<file path="src/rtl/vga_fb_scanout.sv">
// vga_fb_scanout: framebuffer scan-out stage behind the VGA timing generator.
// Maps screen coordinates to RGB332 framebuffer words with 2^SCALE_SHIFT pixel
// replication, expands the fetched pixels to RGB888, and delays hs/vs/de to
// match. Two display buffers are supported; the swap happens only at vsync start.
module vga_fb_scanout #(
  parameter int                SCALE_SHIFT = 2,
  parameter int                FB_W_LOG2   = 8,
  parameter int                FB_H        = 192,
  parameter int                ADDR_W      = 16,
  parameter int                RAM_LAT     = 1,
  parameter logic [ADDR_W-1:0] FB0_BASE    = '0,
  parameter logic [ADDR_W-1:0] FB1_BASE    = '0,
  parameter logic              VS_POL      = 1'b0,
  parameter logic [23:0]       BORDER_RGB  = 24'h0
) (
  input  logic              clk,
  input  logic              rst,
  input  logic              hs_in,
  input  logic              vs_in,
  input  logic              de_in,
  input  logic [11:0]       x_in,
  input  logic [11:0]       y_in,
  input  logic              buf_sel_req,
  output logic [ADDR_W-1:0] ram_addr,
  output logic              ram_rd,
  input  logic [7:0]        ram_data,
  output logic              hs,
  output logic              vs,
  output logic              de,
  output logic [7:0]        rgb_r,
  output logic [7:0]        rgb_g,
  output logic [7:0]        rgb_b,
  output logic              buf_sel_cur,
  output logic [15:0]       frame_cnt
);

  // Sideband that travels alongside the RAM fetch.
  typedef struct packed {
    logic hs;
    logic vs;
    logic de;
    logic in_fb;
  } side_t;

  logic [11:0]       fx;
  logic [11:0]       fy;
  logic              in_fb;
  logic [ADDR_W-1:0] base;
  logic [ADDR_W-1:0] lin_addr;
  logic              vs_prev;
  logic              vs_start;
  side_t             s1;
  side_t             dly [RAM_LAT];
  side_t             last;
  logic [2:0]        r3;
  logic [2:0]        g3;
  logic [1:0]        b2;

  // Scale screen coordinates down to framebuffer coordinates and form the linear address.
  // NOTE: every always_comb output is assigned on every path, so no latch can be inferred.
  always_comb begin
    fx       = x_in >> SCALE_SHIFT;
    fy       = y_in >> SCALE_SHIFT;
    in_fb    = de_in && (32'(fx) < (32'd1 << FB_W_LOG2)) && (32'(fy) < 32'(FB_H));
    base     = buf_sel_cur ? FB1_BASE : FB0_BASE;
    lin_addr = ADDR_W'((32'(fy) << FB_W_LOG2) | 32'(fx[FB_W_LOG2-1:0]));
  end

  // Vsync start is the transition of vs_in into its active level.
  assign vs_start = (vs_in == VS_POL) && (vs_prev != VS_POL);

  // Address stage: issue the read and capture sideband; address holds outside the buffer.
  // NOTE: sequential state uses non-blocking assignments so all flops update together.
  always_ff @(posedge clk or posedge rst) begin
    if (rst) begin
      ram_addr <= '0;
      ram_rd   <= 1'b0;
      s1       <= '0;
    end else begin
      ram_rd <= in_fb;
      s1     <= '{hs: hs_in, vs: vs_in, de: de_in, in_fb: in_fb};
      if (in_fb) ram_addr <= base + lin_addr;
    end
  end

  // Sideband delay line matching the RAM read latency.
  // NOTE: this is a handful of flops, not a memory, so resetting every entry is cheap and keeps outputs clean after reset.
  always_ff @(posedge clk or posedge rst) begin
    if (rst) begin
      for (int i = 0; i < RAM_LAT; i++) dly[i] <= '0;
    end else begin
      dly[0] <= s1;
      for (int i = 1; i < RAM_LAT; i++) dly[i] <= dly[i-1];
    end
  end

  assign last         = dly[RAM_LAT-1];
  assign {r3, g3, b2} = ram_data;

  // Output stage: RGB332 to RGB888 by bit replication, border colour, or black when blanked.
  always_ff @(posedge clk or posedge rst) begin
    if (rst) begin
      hs    <= 1'b0;
      vs    <= 1'b0;
      de    <= 1'b0;
      rgb_r <= '0;
      rgb_g <= '0;
      rgb_b <= '0;
    end else begin
      hs <= last.hs;
      vs <= last.vs;
      de <= last.de;
      if (!last.de) begin
        {rgb_r, rgb_g, rgb_b} <= '0;
      end else if (!last.in_fb) begin
        {rgb_r, rgb_g, rgb_b} <= BORDER_RGB;
      end else begin
        rgb_r <= {r3, r3, r3[2:1]};
        rgb_g <= {g3, g3, g3[2:1]};
        rgb_b <= {4{b2}};
      end
    end
  end

  // Frame bookkeeping: latch the requested buffer and count frames at vsync start only.
  always_ff @(posedge clk or posedge rst) begin
    if (rst) begin
      vs_prev     <= VS_POL;
      buf_sel_cur <= 1'b0;
      frame_cnt   <= '0;
    end else begin
      vs_prev <= vs_in;
      if (vs_start) begin
        buf_sel_cur <= buf_sel_req;
        frame_cnt   <= frame_cnt + 16'd1;
      end
    end
  end

endmodule
</file>
<file path="config.mk">
export PLATFORM = sky130hd
export DESIGN_NAME = vga_fb_scanout
export DESIGN_NICKNAME = d
export VERILOG_FILES = /design/src/rtl/vga_fb_scanout.sv
export SDC_FILE = /design/constraint.sdc
export NUM_CORES = 1
export LEC_CHECK = 0
export CORE_MARGIN = 2
export CORE_UTILIZATION = 40
export DETAILED_ROUTE_END_ITERATION = 12
export PLACE_DENSITY = 0.76
export SKIP_CTS_REPAIR_TIMING = 1
export SLEW_MARGIN = 15
export SYNTH_ARGS = -nofsm -noshare
export SYNTH_HDL_FRONTEND = slang
export SYNTH_SLANG_ARGS = --single-unit
</file>
<file path="constraint.sdc">
create_clock -name clk -period 2.3 [get_ports clk]
set_input_delay 0.575 -clock clk [delete_from_list [all_inputs] [get_ports clk]]
set_output_delay 0.575 -clock clk [all_outputs]
set_load 0.05 [all_outputs]
</file>
**Word-level counts from Yosys, hierarchy flattened**

Index checks and enable logic that the tools add are counted.

- Add/sub/neg operators: 1
- Magnitude comparators: 2
- Muxes and demuxes: 6
- Bitwise gates (word level): 2
- Reduce and logical (&&, ||, !) cells: 3

Operator list:

| operator | count |
|---|---|
| $mux W8 | 6 |
| $add A16 B1 Y16 const B | 1 |
| $or A16 B8 Y16 | 1 |
| $lt A10 B8 Y1 const B | 1 |
| $lt A10 B9 Y1 const B | 1 |
| $logic_and A1 B1 Y1 | 3 |
| $not A1 Y1 | 1 |

- Register bits: 68
- Input port bits: 38
- Output and inout port bits: 61
- Logic and storage cells: 31

**Logic depth before layout (Yosys ltp)**

- Word-level depth: 3
- Gate-level depth with buffers: 5
- Mapped depth without buffers: 5

**Worst setup path before layout**

OpenSTA, ideal clock, no wires.

- Path kind: register to register
- Start point: register frame_cnt[0]
- End point: register frame_cnt[10]
- Library setup time: 0.141 ns
- Data arrival time: 1.636 ns
- Required time: 2.159 ns
- Slack: 0.523 ns
- Stages on the path, launching flop included: 6
- Buffers on the path: 0
- Period minus slack after synthesis: 1.777 ns
- Cells stage by stage: dfrtp_1 > ha_1 > nand3b_1 > nor3_1 > nand4_1 > xnor2_1

- Longest elaborated chain between the ends: 1

Ends and longest elaborated chain:

| item | line | text |
|---|---|---|
| start: declaration | 34 | `output logic [15:0] frame_cnt` |
| start signal: assignment | 135 | `frame_cnt <= frame_cnt + 16'd1;` |
| $add A16 B1 Y16 | 135 |  |

Every way passes these cells.
A chain may end at the register's enable or synchronous reset.

**Worst setup path after layout**

- Start point: register frame_cnt[7]
- End point: output port frame_cnt[7]

No word-level cell between the ends.

==> results.json <==
{
  "run_status": "completed",
  "cts-htree-levels": 2,
  "wire_per_inst_um": 13.2,
  "coreArea_sq_um": 5040,
  "final_util": 0.613,
  "place_area_sq_um": 3000,
  "path_class": "reg -> out",
  "die_h_um": 75.8,
  "wirelength_mm": 3.96,
  "crit_buf_inv": 1,
  "cts_tree": "yes",
  "fin_crit_sh": 0.948,
  "tns_ps": 0,
  "viasPerCell": 4.52,
  "synth_top_area_share": 0.631,
  "end_kind": "output port",
  "slew_headroom": 0.653,
  "hold_path_class": "reg -> reg",
  "antenna_found_initial": 0,
  "port_buffers": 94,
  "maxCapViolCount": 0,
  "setup_ws_ps": 121,
  "switchingPower_mw": 0.953,
  "grt_max_degree": 23,
  "drive_gt1_frac": 0.148,
  "clk_pin_slew_worst_paths_ps": 90,
  "post-dp-hpwl_mm": 3.07,
  "peakVddDrop_mv": 0.553,
  "cp_max_fo": 6,
  "synthesis.nets": 181,
  "cp-start-kind": "flop",
  "die_x_um": 75.8,
  "track_usage": 0.146,
  "synth.distinct_cells": 24,
  "slew_violations": 0,
  "hold_violations": 0,
  "gp_congestion": 0.746,
  "dp_slack_ps": 241,
  "total_leakage_power_nw": 1.41,
  "ys_top_cells_by_area": "dfrtp_1, mux2_4, buf_4",
  "ioPinCount": 99,
  "rows": 26,
  "area_delta_synth_final_pct": 49.8,
  "cp_top_family": "buffers and inverters",
  "place_inst": 292,
  "insertion_delay_ps": 290,
  "nets": 268,
  "yosysWarnings": 0,
  "power_density_nw_per_um2": 843,
  "antenna_left": 0,
  "max_freq_mhz": 459,
  "clkSinkCount": 52,
  "rsz0062_at_grt": "false",
  "antenna_cells": 0,
  "pwr-share-clk": 0.200,
  "drt-initial-drc-count": 71,
  "path_cells": "clkdlybuf4s50_1",
  "fin_area_sq_um": 3090,
  "ys_ff_latch": 52,
  "setup_viol": 0,
  "remaining_drc_errors": 0,
  "pwr-share-seq": 0.438,
  "cp_slowest_stage_delay_ps": 840,
  "cts_buffers": 5,
  "cp_data_arrival_time_ps": 1600,
  "worst_pin_slew_ps": 519,
  "syn_avg_cell_area_sq_um": 14.5,
  "start_util": 0.409,
  "first_pass_iters": 4,
  "nFillCells": 411,
  "internal_power_mw": 1.65,
  "grt_remaining_overflow": 0,
  "synth-seq-area-share": 0.631,
  "synth_area_leader_cell": "dfrtp_1",
  "critPathSlowestCell": "clkdlybuf4s50_1",
  "die-area_sq_um": 5750,
  "comb_power_share": 0.362,
  "syn-cell-area_sq_um": 2060,
  "p_sw_frac": 0.365,
  "ctsRootBufferMaster": "clkbuf_8",
  "final-instance-count-excl-fill": 300,
  "max-clock-path-buffers": 2,
  "crit_required_ps": 1730,
  "syn_inst": 142,
  "grt_pass1_wl_mm": 6.25,
  "post-route-min-period_ps": 2180,
  "grt_pass1_vias": 1298,
  "dr_total_vias": 1356,
  "skew_ps": 3.82
}
placed cells by master, fill, tap and decap left out:
| cell type | netlist | final |
|---|---|---|
| xnor2_1 | 9 | 9 |
| inv_1 | 3 | 2 |
| nand3b_1 | 1 | 1 |
| and4_1 | 2 | 2 |
| clkbuf_8 | 0 | 6 |
| clkinvlp_4 | 0 | 1 |
| dfrtp_1 | 52 | 52 |
| xor2_1 | 6 | 6 |
| nand3_1 | 4 | 4 |
| nor2b_1 | 1 | 1 |
| mux2_2 | 9 | 9 |
| nor3_1 | 2 | 2 |
| a21oi_1 | 1 | 1 |
| nor4b_4 | 1 | 1 |
| buf_4 | 16 | 3 |
| clkbuf_1 | 0 | 1 |
| nand3_2 | 1 | 1 |
| nand2_1 | 3 | 3 |
| mux2_4 | 9 | 9 |
| clkdlybuf4s50_1 | 0 | 94 |
| buf_12 | 0 | 1 |
| nand4_1 | 4 | 4 |
| ha_1 | 1 | 1 |
| nor4_2 | 1 | 1 |
| nand2_4 | 1 | 1 |
| and3_1 | 10 | 10 |
| nor2_1 | 3 | 3 |
| inv_2 | 0 | 1 |
power groups by stage:
stage / sequential, mW / clock (mW) / combinational, mW
after floorplan: 1.57 / 0 / 0.178
after global placement: 1.16 / 0 / 0.938
after detailed placement: 1.16 / 0 / 0.951
after CTS: 1.15 / 0.548 / 0.954
after global routing: 1.16 / 0.582 / 0.992
final: 1.14 / 0.522 / 0.943
sequential cells by signal (all words and copies together) (netlist names), 2 cells and up:
signal,count
ram_addr,16
rgb_b,2
rgb_g,3
frame_cnt,16
s1,3
dly,4
rgb_r,3
final timing paths:
| check | start | endpoint | slack [ps] | cells after the start |
|---|---|---|---|---|
| worst max-delay path | frame_cnt[7] | frame_cnt[7] | 120 | 1 |
| max in group asynchronous | rst | de | 1200 | 3 |
| worst max register to register | frame_cnt[0] | frame_cnt[10] | 840 | 5 |
| worst min-delay path | s1[1] | dly[1] | 350 | 0 |
| worst min register to register | s1[1] | dly[1] | 350 | 0 |
| min in group asynchronous | rst | ram_addr[7] | 580 | 2 |
final cells by class:
type,count,area (sq um),area share
flip-flops and latches,52,1300,0.421
repair buffers,98,983,0.318
multi-input cells,69,614,0.199
well taps,70,87.6,0.0283
clock buffers,7,86.3,0.0279
inverters,3,11.3,0.00364
clock inverters,1,7.51,0.00243
cells in the mapped netlist (all sizes together):
cell type and count:
dfrtp 52, buf 18, mux2 18, and3 10, xnor2 9, xor2 6, nand3 5, nand2 4
nand4 4, inv 3, nor2 3, and4 2, nor3 2, a21oi 1, ha 1, nand3b 1
nor2b 1, nor4 1, nor4b 1
metal layers:
| layer | GRT usage | share of wire |
|---|---|---|
| met1 | 0.189 | 0.42 |
| met2 | 0.228 | 0.48 |
| met3 | 0.0529 | 0.090 |
| met4 | 0.0468 | 0.012 |
| met5 | 0 | 0 |
cells by family (layout without fill, tap and decap cells):
family / Yosys count / after routing / share of synthesized area
flip-flops: 52 / 52 / 0.631
AO/OA/AOI/OAI: 1 / 1 / 0.00242
multiplexers: 18 / 18 / 0.115
AND/OR/NAND/NOR: 34 / 34 / 0.111
buffers and inverters: 21 / 109 / 0.0716
XOR/XNOR: 15 / 15 / 0.0637
adder cells (fa/ha/maj): 1 / 1 / 0.00606
metrics by stage:
| step | power, mW | hold slack (ps) |
|---|---|---|
| 5_1_grt | 2.74 | 349 |
| 3_5_place_dp | 2.11 | 336 |
| 4_1_cts | 2.65 | 357 |
| 6_report | 2.61 | 353 |
| 2_1_floorplan | 1.75 | 331 |
| 3_3_place_gp | 2.10 | 332 |
Power figures use the tool's default switching activity.
